==> src/rtl/result_display.sv <==
// Binary-to-BCD converter (double dabble, one bit per clock) driving a 6-digit multiplexed 7-segment display.
// Optional build macro LEADING_ZERO_BLANK_EN blanks leading zero digits 4..1 on the display only.
module result_display #(
  parameter int SCAN_DIV = 50000
) (
  input  logic        clk,
  input  logic        reset,
  input  logic [15:0] RESULT,
  input  logic        NEG,
  input  logic        LOAD,
  output logic        BUSY,
  output logic        DONE,
  output logic [19:0] BCD,
  output logic [6:0]  SEG,
  output logic [5:0]  AN
);

  typedef enum logic [1:0] {IDLE, CONV, FIN} state_t;

  localparam int            PW      = (SCAN_DIV > 1) ? $clog2(SCAN_DIV) : 1;
  localparam logic [PW-1:0] PRE_MAX = PW'(SCAN_DIV - 1);

  state_t        r_state, w_next;
  logic [15:0]   r_sr;
  logic [19:0]   r_acc, w_adj;
  logic [3:0]    r_step;
  logic          r_neg, r_sign, r_done;
  logic [19:0]   r_bcd;
  logic [PW-1:0] r_pre;
  logic [2:0]    r_idx;
  logic          w_start, w_fin, w_conv;
  logic [3:0]    w_nib;
  logic [7:0]    w_blank;

  function automatic logic [6:0] seg7(input logic [3:0] d);
    case (d)
      4'd0: seg7 = 7'h3F;
      4'd1: seg7 = 7'h06;
      4'd2: seg7 = 7'h5B;
      4'd3: seg7 = 7'h4F;
      4'd4: seg7 = 7'h66;
      4'd5: seg7 = 7'h6D;
      4'd6: seg7 = 7'h7D;
      4'd7: seg7 = 7'h07;
      4'd8: seg7 = 7'h7F;
      4'd9: seg7 = 7'h6F;
      default: seg7 = 7'h00;
    endcase
  endfunction

  always_ff @(posedge clk or negedge reset) begin
    if (!reset) r_state <= IDLE;
    else        r_state <= w_next;
  end

  always_comb begin
    w_next = r_state;
    case (r_state)
      IDLE:    if (LOAD) w_next = CONV;
      CONV:    if (r_step == 4'd15) w_next = FIN;
      FIN:     w_next = IDLE;
      default: w_next = IDLE;
    endcase
  end

  always_comb begin
    BUSY    = (r_state != IDLE);
    w_start = (r_state == IDLE) && LOAD;
    w_conv  = (r_state == CONV);
    w_fin   = (r_state == FIN);
  end

  // add-3 correction so each nibble stays a valid decimal digit after the shift
  always_comb begin
    w_adj = r_acc;
    for (int i = 0; i < 5; i++)
      if (r_acc[4*i +: 4] >= 4'd5) w_adj[4*i +: 4] = r_acc[4*i +: 4] + 4'd3;
  end

  always_ff @(posedge clk or negedge reset) begin
    if (!reset) begin
      r_sr   <= '0;
      r_acc  <= '0;
      r_step <= '0;
      r_neg  <= 1'b0;
      r_sign <= 1'b0;
      r_bcd  <= '0;
      r_done <= 1'b0;
    end else begin
      r_done <= 1'b0;
      if (w_start) begin
        r_sr   <= RESULT;
        r_neg  <= NEG;
        r_acc  <= '0;
        r_step <= '0;
      end else if (w_conv) begin
        {r_acc, r_sr} <= {w_adj[18:0], r_sr, 1'b0};
        r_step        <= r_step + 4'd1;
      end else if (w_fin) begin
        r_bcd  <= r_acc;
        r_sign <= r_neg;
        r_done <= 1'b1;
      end
    end
  end

  assign BCD  = r_bcd;
  assign DONE = r_done;

  // free-running digit scan, independent of the converter
  always_ff @(posedge clk or negedge reset) begin
    if (!reset) begin
      r_pre <= '0;
      r_idx <= '0;
    end else if (r_pre == PRE_MAX) begin
      r_pre <= '0;
      r_idx <= (r_idx == 3'd5) ? 3'd0 : r_idx + 3'd1;
    end else begin
      r_pre <= r_pre + 1'b1;
    end
  end

  always_comb begin
    w_blank = '0;
`ifdef LEADING_ZERO_BLANK_EN
    w_blank[4] = (r_bcd[19:16] == 4'd0);
    w_blank[3] = w_blank[4] && (r_bcd[15:12] == 4'd0);
    w_blank[2] = w_blank[3] && (r_bcd[11:8]  == 4'd0);
    w_blank[1] = w_blank[2] && (r_bcd[7:4]   == 4'd0);
`endif
  end

  always_comb begin
    w_nib = r_bcd[3:0];
    case (r_idx)
      3'd1:    w_nib = r_bcd[7:4];
      3'd2:    w_nib = r_bcd[11:8];
      3'd3:    w_nib = r_bcd[15:12];
      3'd4:    w_nib = r_bcd[19:16];
      default: w_nib = r_bcd[3:0];
    endcase
  end

  always_comb begin
    AN  = 6'b111111;
    SEG = 7'h00;
    if (r_idx <= 3'd5) AN = ~(6'b000001 << r_idx);
    if (r_idx == 3'd5)     SEG = r_sign ? 7'h40 : 7'h00;
    else if (r_idx < 3'd5) SEG = w_blank[r_idx] ? 7'h00 : seg7(w_nib);
  end

endmodule

==> config.mk <==
export PLATFORM = sky130hd
export DESIGN_NAME = result_display
export DESIGN_NICKNAME = d
export VERILOG_FILES = /design/src/rtl/result_display.sv
export SDC_FILE = /design/constraint.sdc
export NUM_CORES = 1
export LEC_CHECK = 0
export ABC_CLOCK_PERIOD_IN_PS = 3650
export CAP_MARGIN = 20
export CORE_ASPECT_RATIO = 2
export CORE_MARGIN = 10
export CORE_UTILIZATION = 50
export DETAILED_ROUTE_END_ITERATION = 8
export PLACE_DENSITY = 0.76
export SETUP_SLACK_MARGIN = 0.3
export SYNTH_ARGS = -nofsm -noshare
export SYNTH_HDL_FRONTEND = slang
export SYNTH_SLANG_ARGS = --single-unit
==> constraint.sdc <==
create_clock -name clk -period 3.65 [get_ports clk]
set_input_delay 0.73 -clock clk [delete_from_list [all_inputs] [get_ports clk]]
set_output_delay 0.73 -clock clk [all_outputs]
set_load 0.01 [all_outputs]
==> flow_metrics.py, run 1 <==
metrics = {
    "sta": {
        "timing.clock.skew_ps": 8.93,
        "setup_violations": 0,
        "final.period_utilization_pct": 94.7,
        "slew_viol_final": 0,
        "final-hold-violation-count": 0,
        "rsz0062_at_grt": "yes",
        "holdWs_ps": 285,
        "timing.slew.headroom_pct": 40.1,
        "final.min_clock_period_ps": 3460,
        "fin_tns_setup_ps": 0,
        "worst_pin_slew_ps": 894,
        "fmax_mhz": 289,
    },
    "finish": {
        "layout.area.seq_mm2": 0.00210,
        "multiInputGateArea_mm2": 0.00213,
        "nNetsFinal": 546,
        "final_layout_size_suffix_gt1_share_pct": 15.2,
        "n_antenna_cell": 0,
        "final.fill_count": 685,
        "area_growth_from_synthesis_to_final_layout_pct": 26.1,
    },
    "clock_tree": {
        "clock_insertion_delay_worst_skew_ps": 340,
        "cts.reportedPaths.clkPinSlew_ps": 60,
        "cts_max_level": 3,
        "numClockSinks": 84,
        "clock_path_buffers": 2,
        "tritoncts.num_buffers": 9,
        "root_buffer": "clkbuf_16",
        "tritoncts_clock_tree": "built",
    },
    "floorplanning": {
        "dieWidth_um": 86.0,
        "fp.dieH_um": 152,
        "ios": 55,
        "starting_density_pct": 50.7,
        "standard_cell_row_count": 48,
        "floorplan.core_area_mm2": 0.00859,
        "dieArea_mm2": 0.0131,
    },
    "yosys": {
        "syn_area_mm2": 0.00435,
        "postSynthRegisterBits": 84,
        "synth_seq_area_share_pct": 48.3,
        "synth_common_cells": "84 x dfrtp_1, 75 x nand2_1, 36 x o21ai_0, 26 x nor2_1, 23 x nand3_1",
        "yosysUniqueCellTypes": 53,
        "netlist_top_cells_area": "dfrtp_1 48%, nand2_1 6.5%, ha_1 5.2%",
        "synth_top_area_share_pct": 48.3,
        "synth_edf_count": 0,
        "synth-async-reset-ratio_pct": 100,
        "mappedNetlistNets": 484,
        "postSynthCellCount": 446,
        "postSynthAreaPerCell_um2": 9.76,
        "synth_largest_area_cell": "dfrtp_1",
        "ys_warn_count": 0,
        "top_count_cell_post_synth": "dfrtp_1",
        "ys.flop_type": "dfrtp_1",
    },
    "global_routing": {
        "grt_pass1_wl_mm": 16.6,
        "grt.total_usage_pct": 15.4,
        "grt_antenna_before_repair": 0,
        "grt.overflow.total": 0,
        "grt_pass1_vias": 3552,
        "grt_max_degree": 85,
    },
    "placement": {
        "dp.final_hpwl_mm": 7.28,
        "place_congestion": 0.853,
        "port-buffer-count": 54,
    },
    "worst_setup_path": {
        "worstPathCellList": "and2_4 > ha_4 > buf_12 > a2111oi_4 > a2bb2oi_4 > inv_2 > ha_4 > or4b_4 > o211ai_1 > buf_2",
        "crit_path_end_kind": "output pin",
        "worstPathArrival_ps": 2730,
        "worst_path_max_delay_cell": "or4b_4",
        "required_ps": 2920,
        "cp_common_cell": "ha_4",
        "setup_slack_of_the_most_critical_reg_to_reg_path_ps": 1620,
        "timing.rr.end": "r_idx[1]",
        "path_class": "register to output pin",
        "timing.reg2reg.worst_path_depth": 5,
        "reg2reg_from": "r_pre[5]",
        "worst_path_largest_cell_delay_ps": 480,
        "worst-path-max-fanout": 6,
        "cp-start-kind": "register",
    },
    "routing": {
        "dr_total_vias": 3473,
        "drtIter0Drc": 266,
        "avgRoutedWirePerCell_um": 16.2,
        "per_cell_via_count_in_the_routed_design": 5.67,
        "post-route-drc-count": 0,
        "routed_wl_mm": 9.93,
        "detail_route.first_pass.iterations": 4,
        "drtAntennaViolNets": 0,
    },
    "run_status": {
        "outcome": "finished clean",
    },
    "min_path": {
        "min-delay-path-class": "input port to asynchronous set/reset pin",
    },
    "job": {
        "drv.max_cap_violation_count": 0,
    },
    "pwr": {
        "p_per_area_mw_per_mm2": 717,
        "leakage_uw": 0.00244,
        "worst_ir_drop_vdd_uv": 363,
    },
}
flip-flops by register name, summed over array words and instances (netlist names):
register  cells
r_sign        1
r_neg         1
r_state       2
r_idx         3
r_step        4
r_pre        16
BCD          20
r_sr         16
DONE          1
r_acc        20
kinds of logic (layout without fill, tap and decap cells):
| family | after synthesis | in the layout | synth area share, % |
|---|---|---|---|
| adder cells (fa/ha/maj) | 18 | 18 | 5.18 |
| multiplexers | 14 | 14 | 3.54 |
| AO/OA/AOI/OAI | 100 | 100 | 16.4 |
| buffers and inverters | 45 | 112 | 4.72 |
| flip-flops | 84 | 84 | 48.3 |
| XOR/XNOR | 25 | 25 | 5.03 |
| AND/OR/NAND/NOR | 160 | 160 | 16.8 |
how the worst max path moves through the flow:
| stage | start | to | depth (start not counted) |
|---|---|---|---|
| floorplan | r_idx[0] | SEG[6] | 12 |
| global placement | r_idx[0] | SEG[6] | 10 |
| detailed placement | r_idx[0] | SEG[6] | 10 |
| CTS | r_idx[0] | SEG[6] | 10 |
| global route | r_idx[0] | SEG[6] | 10 |
| finish | r_idx[1] | SEG[6] | 10 |
layout by cell type (no fill, tap or decap), drive strengths merged, types with 8 or more instances in the layout:
cell,Yosys,routed
nand2b,8,8
nand3,23,23
xor2,10,10
a21oi,13,13
a22oi,15,15
clkbuf,12,13
nor2,27,27
clkdlybuf4s50,0,46
dfrtp,84,84
inv,22,23
nand2,75,75
mux2,11,11
xnor2,15,15
ha,18,18
buf,11,25
o21ai,37,37
area by class of cell:
| type | count | share of cell area (%) |
|---|---|---|
| Clock buffer | 12 | 4.86 |
| Tap cell | 100 | 2.28 |
| Timing Repair Buffer | 74 | 12.7 |
| Sequential cell | 84 | 38.3 |
| Multi-Input combinational cell | 317 | 38.9 |
| Inverter | 22 | 1.50 |
| Clock inverter | 4 | 1.41 |
routing by layer:
layer / vias to the layer above / track usage (%) / share of wire [%]
met5: - / 0 / 0
met4: 0 / 8.04 / 3.2
met3: 22 / 3.75 / 4.6
met2: 82 / 27.1 / 54
met1: 1691 / 16.0 / 38
li1: 1678 / - / -
where the power goes:
group	internal (uW)	leakage, uW	switching, uW
clock network	659	0.000169	358
registers	1200	0.00106	248
logic	704	0.00121	764
stage by stage:
step           worst slack (ps)  power [uW]  util, %  cell area, um^2  cells
2_1_floorplan               299        2340        -             4400    446
3_3_place_gp                164        2850     58.3             5010    588
3_5_place_dp                126        2910     58.3             5010    588
4_1_cts                     217        3930     62.8             5390    606
5_1_grt                     114        4220     63.9             5490    613
6_report                    194        3940     63.9             5490    613
worst max-delay path, delay by kind of cell (launching register included):
kind	cells	cell delay (ps)
buf+inv	3	370
flops	1	400
compound gates	3	670
fa+ha+maj	2	310
simple gates	2	630
repair_timing:
action	CTS	global route
hold buffers	0	0
pin swaps	2	2
resized for setup	24	12
endpoints found under the setup margin	7	7
setup buffers	2	6
(Power assumes the default switching activity.)
==> inputs of run 2 (changes only) <==
--- a/config.mk
+++ b/config.mk
@@ -7,12 +7,14 @@
 export LEC_CHECK = 0
 export ABC_CLOCK_PERIOD_IN_PS = 3650
 export CAP_MARGIN = 20
+export CELL_PAD_IN_SITES_DETAIL_PLACEMENT = 2
+export CELL_PAD_IN_SITES_GLOBAL_PLACEMENT = 2
 export CORE_ASPECT_RATIO = 2
 export CORE_MARGIN = 10
-export CORE_UTILIZATION = 50
+export CORE_UTILIZATION = 32
 export DETAILED_ROUTE_END_ITERATION = 8
-export PLACE_DENSITY = 0.76
-export SETUP_SLACK_MARGIN = 0.3
+export PLACE_DENSITY_LB_ADDON = 0.1
+export SETUP_SLACK_MARGIN = 0.02
 export SYNTH_ARGS = -nofsm -noshare
 export SYNTH_HDL_FRONTEND = slang
 export SYNTH_SLANG_ARGS = --single-unit
==> run 2 against run 1 <==
  * Global-route usage decreased by 1.2 points
  * Non-clock buffer count decreased by 1
  * Routed wire length increased by 28%
  * Sequential power about the same
  * Sequential share of layout area increased by 0.50 points
  * Die area increased by 45%
  * Clock skew decreased by 4.1 ps
  * Sequential cell count unchanged
  * Core utilization decreased by 24 points
  * Worst setup slack got worse by 65 ps
  * Via count increased by 2.3%
  * Largest cell class is now sequential cells
  * Largest power group is now registers
==> flow_metrics.py, run 2 (synthesis gave the netlist of run 1 again) <==
metrics = {
    "sta": {
        "slew_viol_final": 0,
        "fin_tns_setup_ps": 0,
        "final-hold-violation-count": 0,
        "final.period_utilization_pct": 96.5,
        "rsz0062_at_grt": "yes",
        "fmax_mhz": 284,
        "worst_pin_slew_ps": 979,
        "timing.slew.headroom_pct": 34.4,
        "setup_violations": 0,
        "timing.clock.skew_ps": 4.81,
        "final.min_clock_period_ps": 3520,
    },
    "placement": {
        "detailed_place.area_mm2": 0.00508,
        "dp.final_hpwl_mm": 9.72,
        "place_congestion": 0.787,
        "port-buffer-count": 54,
    },
    "finish": {
        "final_standard_cell_area_without_fillers_mm2": 0.00542,
        "layout.cells.most_common": "dfrtp_1",
        "final_layout_size_suffix_gt1_share_pct": 12.5,
        "layout.area.seq_mm2": 0.00210,
        "n_antenna_cell": 0,
        "nNetsFinal": 545,
        "area_growth_from_synthesis_to_final_layout_pct": 24.5,
        "multiInputGateArea_mm2": 0.00207,
        "most-common-layout-cells": "84 x dfrtp_1, 75 x nand2_1, 46 x clkdlybuf4s50_1",
        "final.fill_count": 1448,
    },
    "floorplanning": {
        "dieArea_mm2": 0.0189,
        "starting_density_pct": 32.4,
        "floorplan.core_area_mm2": 0.0134,
        "standard_cell_row_count": 60,
        "ios": 55,
        "fp.dieH_um": 185,
        "dieWidth_um": 102,
    },
    "global_routing": {
        "grt.total_usage_pct": 14.2,
        "grt_pass1_wl_mm": 21.2,
        "grt_pass1_vias": 4175,
        "grt_antenna_before_repair": 0,
        "grt_max_degree": 48,
        "grt.overflow.total": 0,
    },
    "routing": {
        "detail_route.first_pass.iterations": 4,
        "dr_total_vias": 3553,
        "drtIter0Drc": 89,
        "routed_wl_mm": 12.7,
        "per_cell_via_count_in_the_routed_design": 5.33,
        "avgRoutedWirePerCell_um": 19.1,
        "post-route-drc-count": 0,
        "drtAntennaViolNets": 0,
    },
    "pwr": {
        "share_clk_of_total_power_pct": 24.3,
        "p_per_area_mw_per_mm2": 717,
        "worst_ir_drop_vdd_uv": 298,
        "net-switching-power_uw": 1450,
        "power.switching_fraction_pct": 37.3,
        "comb_power_share_pct": 37.6,
        "share_of_power_burned_in_registers_pct": 38.0,
        "leakage_uw": 0.00239,
        "p_int_uw": 2440,
    },
    "worst_setup_path": {
        "required_ps": 2920,
        "worst_path_largest_cell_delay_ps": 480,
        "crit_path_end_kind": "output pin",
        "path_class": "register to output pin",
        "worstPathCellList": "and2_1 > ha_2 > a2111o_1 > o211a_1 > a31oi_4 > inv_2 > ha_2 > or4b_4 > o211ai_1 > buf_2",
        "worstPathArrival_ps": 2790,
        "cp-start-kind": "register",
        "worst-path-max-fanout": 2,
        "worst_path_max_delay_cell": "or4b_4",
        "cp_common_cell": "ha_2",
    },
    "clock_tree": {
        "cts_max_level": 3,
        "numClockSinks": 84,
        "tritoncts_clock_tree": "built",
        "tritoncts.num_buffers": 9,
        "cts.reportedPaths.clkPinSlew_ps": 70,
        "clock_path_buffers": 2,
        "clock_insertion_delay_worst_skew_ps": 340,
        "root_buffer": "clkbuf_16",
    },
    "run_status": {
        "outcome": "finished clean",
    },
    "min_path": {
        "min-delay-path-class": "input port to asynchronous set/reset pin",
    },
    "job": {
        "drv.max_cap_violation_count": 0,
    },
}
## run 2: cell types whose count changed in the layout (fill, tap and decap cells not counted), moves of 2 or more
cell,delta
buf_2,-2
buf_4,+2
clkbuf_8,-2
clkinv_4,+2
dlygate4sd2_1,+3
ha_1,+2
ha_2,+2
ha_4,-4
inv_1,+2
inv_2,-2
## run 2: path summary, 6_finish.rpt
kind / from / endpoint / slack (ps) / cells after the start
setup / recovery: r_idx[0] / SEG[6] / 130 / 10
hold / removal: reset / r_pre[5] / 400 / 1
setup reg to reg: r_pre[5] / r_idx[1] / 1510 / 5
hold reg to reg: r_sr[2] / r_sr[2] / 480 / 2
max in group asynchronous: reset / r_acc[7] / 2480 / 2
min in group clk: r_sr[2] / r_sr[2] / 480 / 2
## run 2: cell type report
cell class                      instances  share of cell area [%]
Sequential cell                        84                    38.8
Multi-Input combinational cell        317                    38.1
Timing Repair Buffer                   73                    12.2
Clock buffer                           10                    4.41
Tap cell                              155                    3.58
Inverter                               22                    1.52
Clock inverter                          6                    1.34
## run 2: metal layers
metal  GRT usage (%)  wire length (um)  up-vias
met5               0                 0        -
met4            5.85               284        0
met3            2.31               310       16
met2            27.8              7420       51
met1            13.8              4730     1810
li1                -                 -     1676
## run 2: what timing repair did
action / in CTS / in global routing
hold buffers: 0 / 0
setup endpoints to repair: 7 / 4
gates resized for setup: 17 / 6
buffers inserted: 2 / 2
pin swaps: 1 / 3
## run 2: metrics by stage
step                util (%)  worst slack, ps  hold WS [ps]  power [uW]  instances
floorplan                  -             96.3           434        2320        446
global placement        37.8             76.5           463        2920        648
detailed placement      37.8            -72.3           471        3000        648
CTS                     40.2             28.4           415        3960        666
global route            40.3             5.39           418        4210        667
finish                  40.3              129           396        3880        667
## run 2: power groups by stage
stage | logic (uW) | registers, uW | clock network [uW]
after floorplan | 902 | 1420 | 0
after global placement | 1430 | 1490 | 0
after detailed placement | 1500 | 1500 | 0
after CTS | 1500 | 1490 | 972
after global routing | 1670 | 1520 | 1020
final | 1460 | 1480 | 945
## run 2: critical path, delay by kind of cell, from the launching register on
kind	cells	cell delay (ps)
DFF	1	380
and+or+nand+nor	2	640
buffers and inverters	2	230
adders and majority gates	2	350
AOI/OAI and AO/OA	4	850
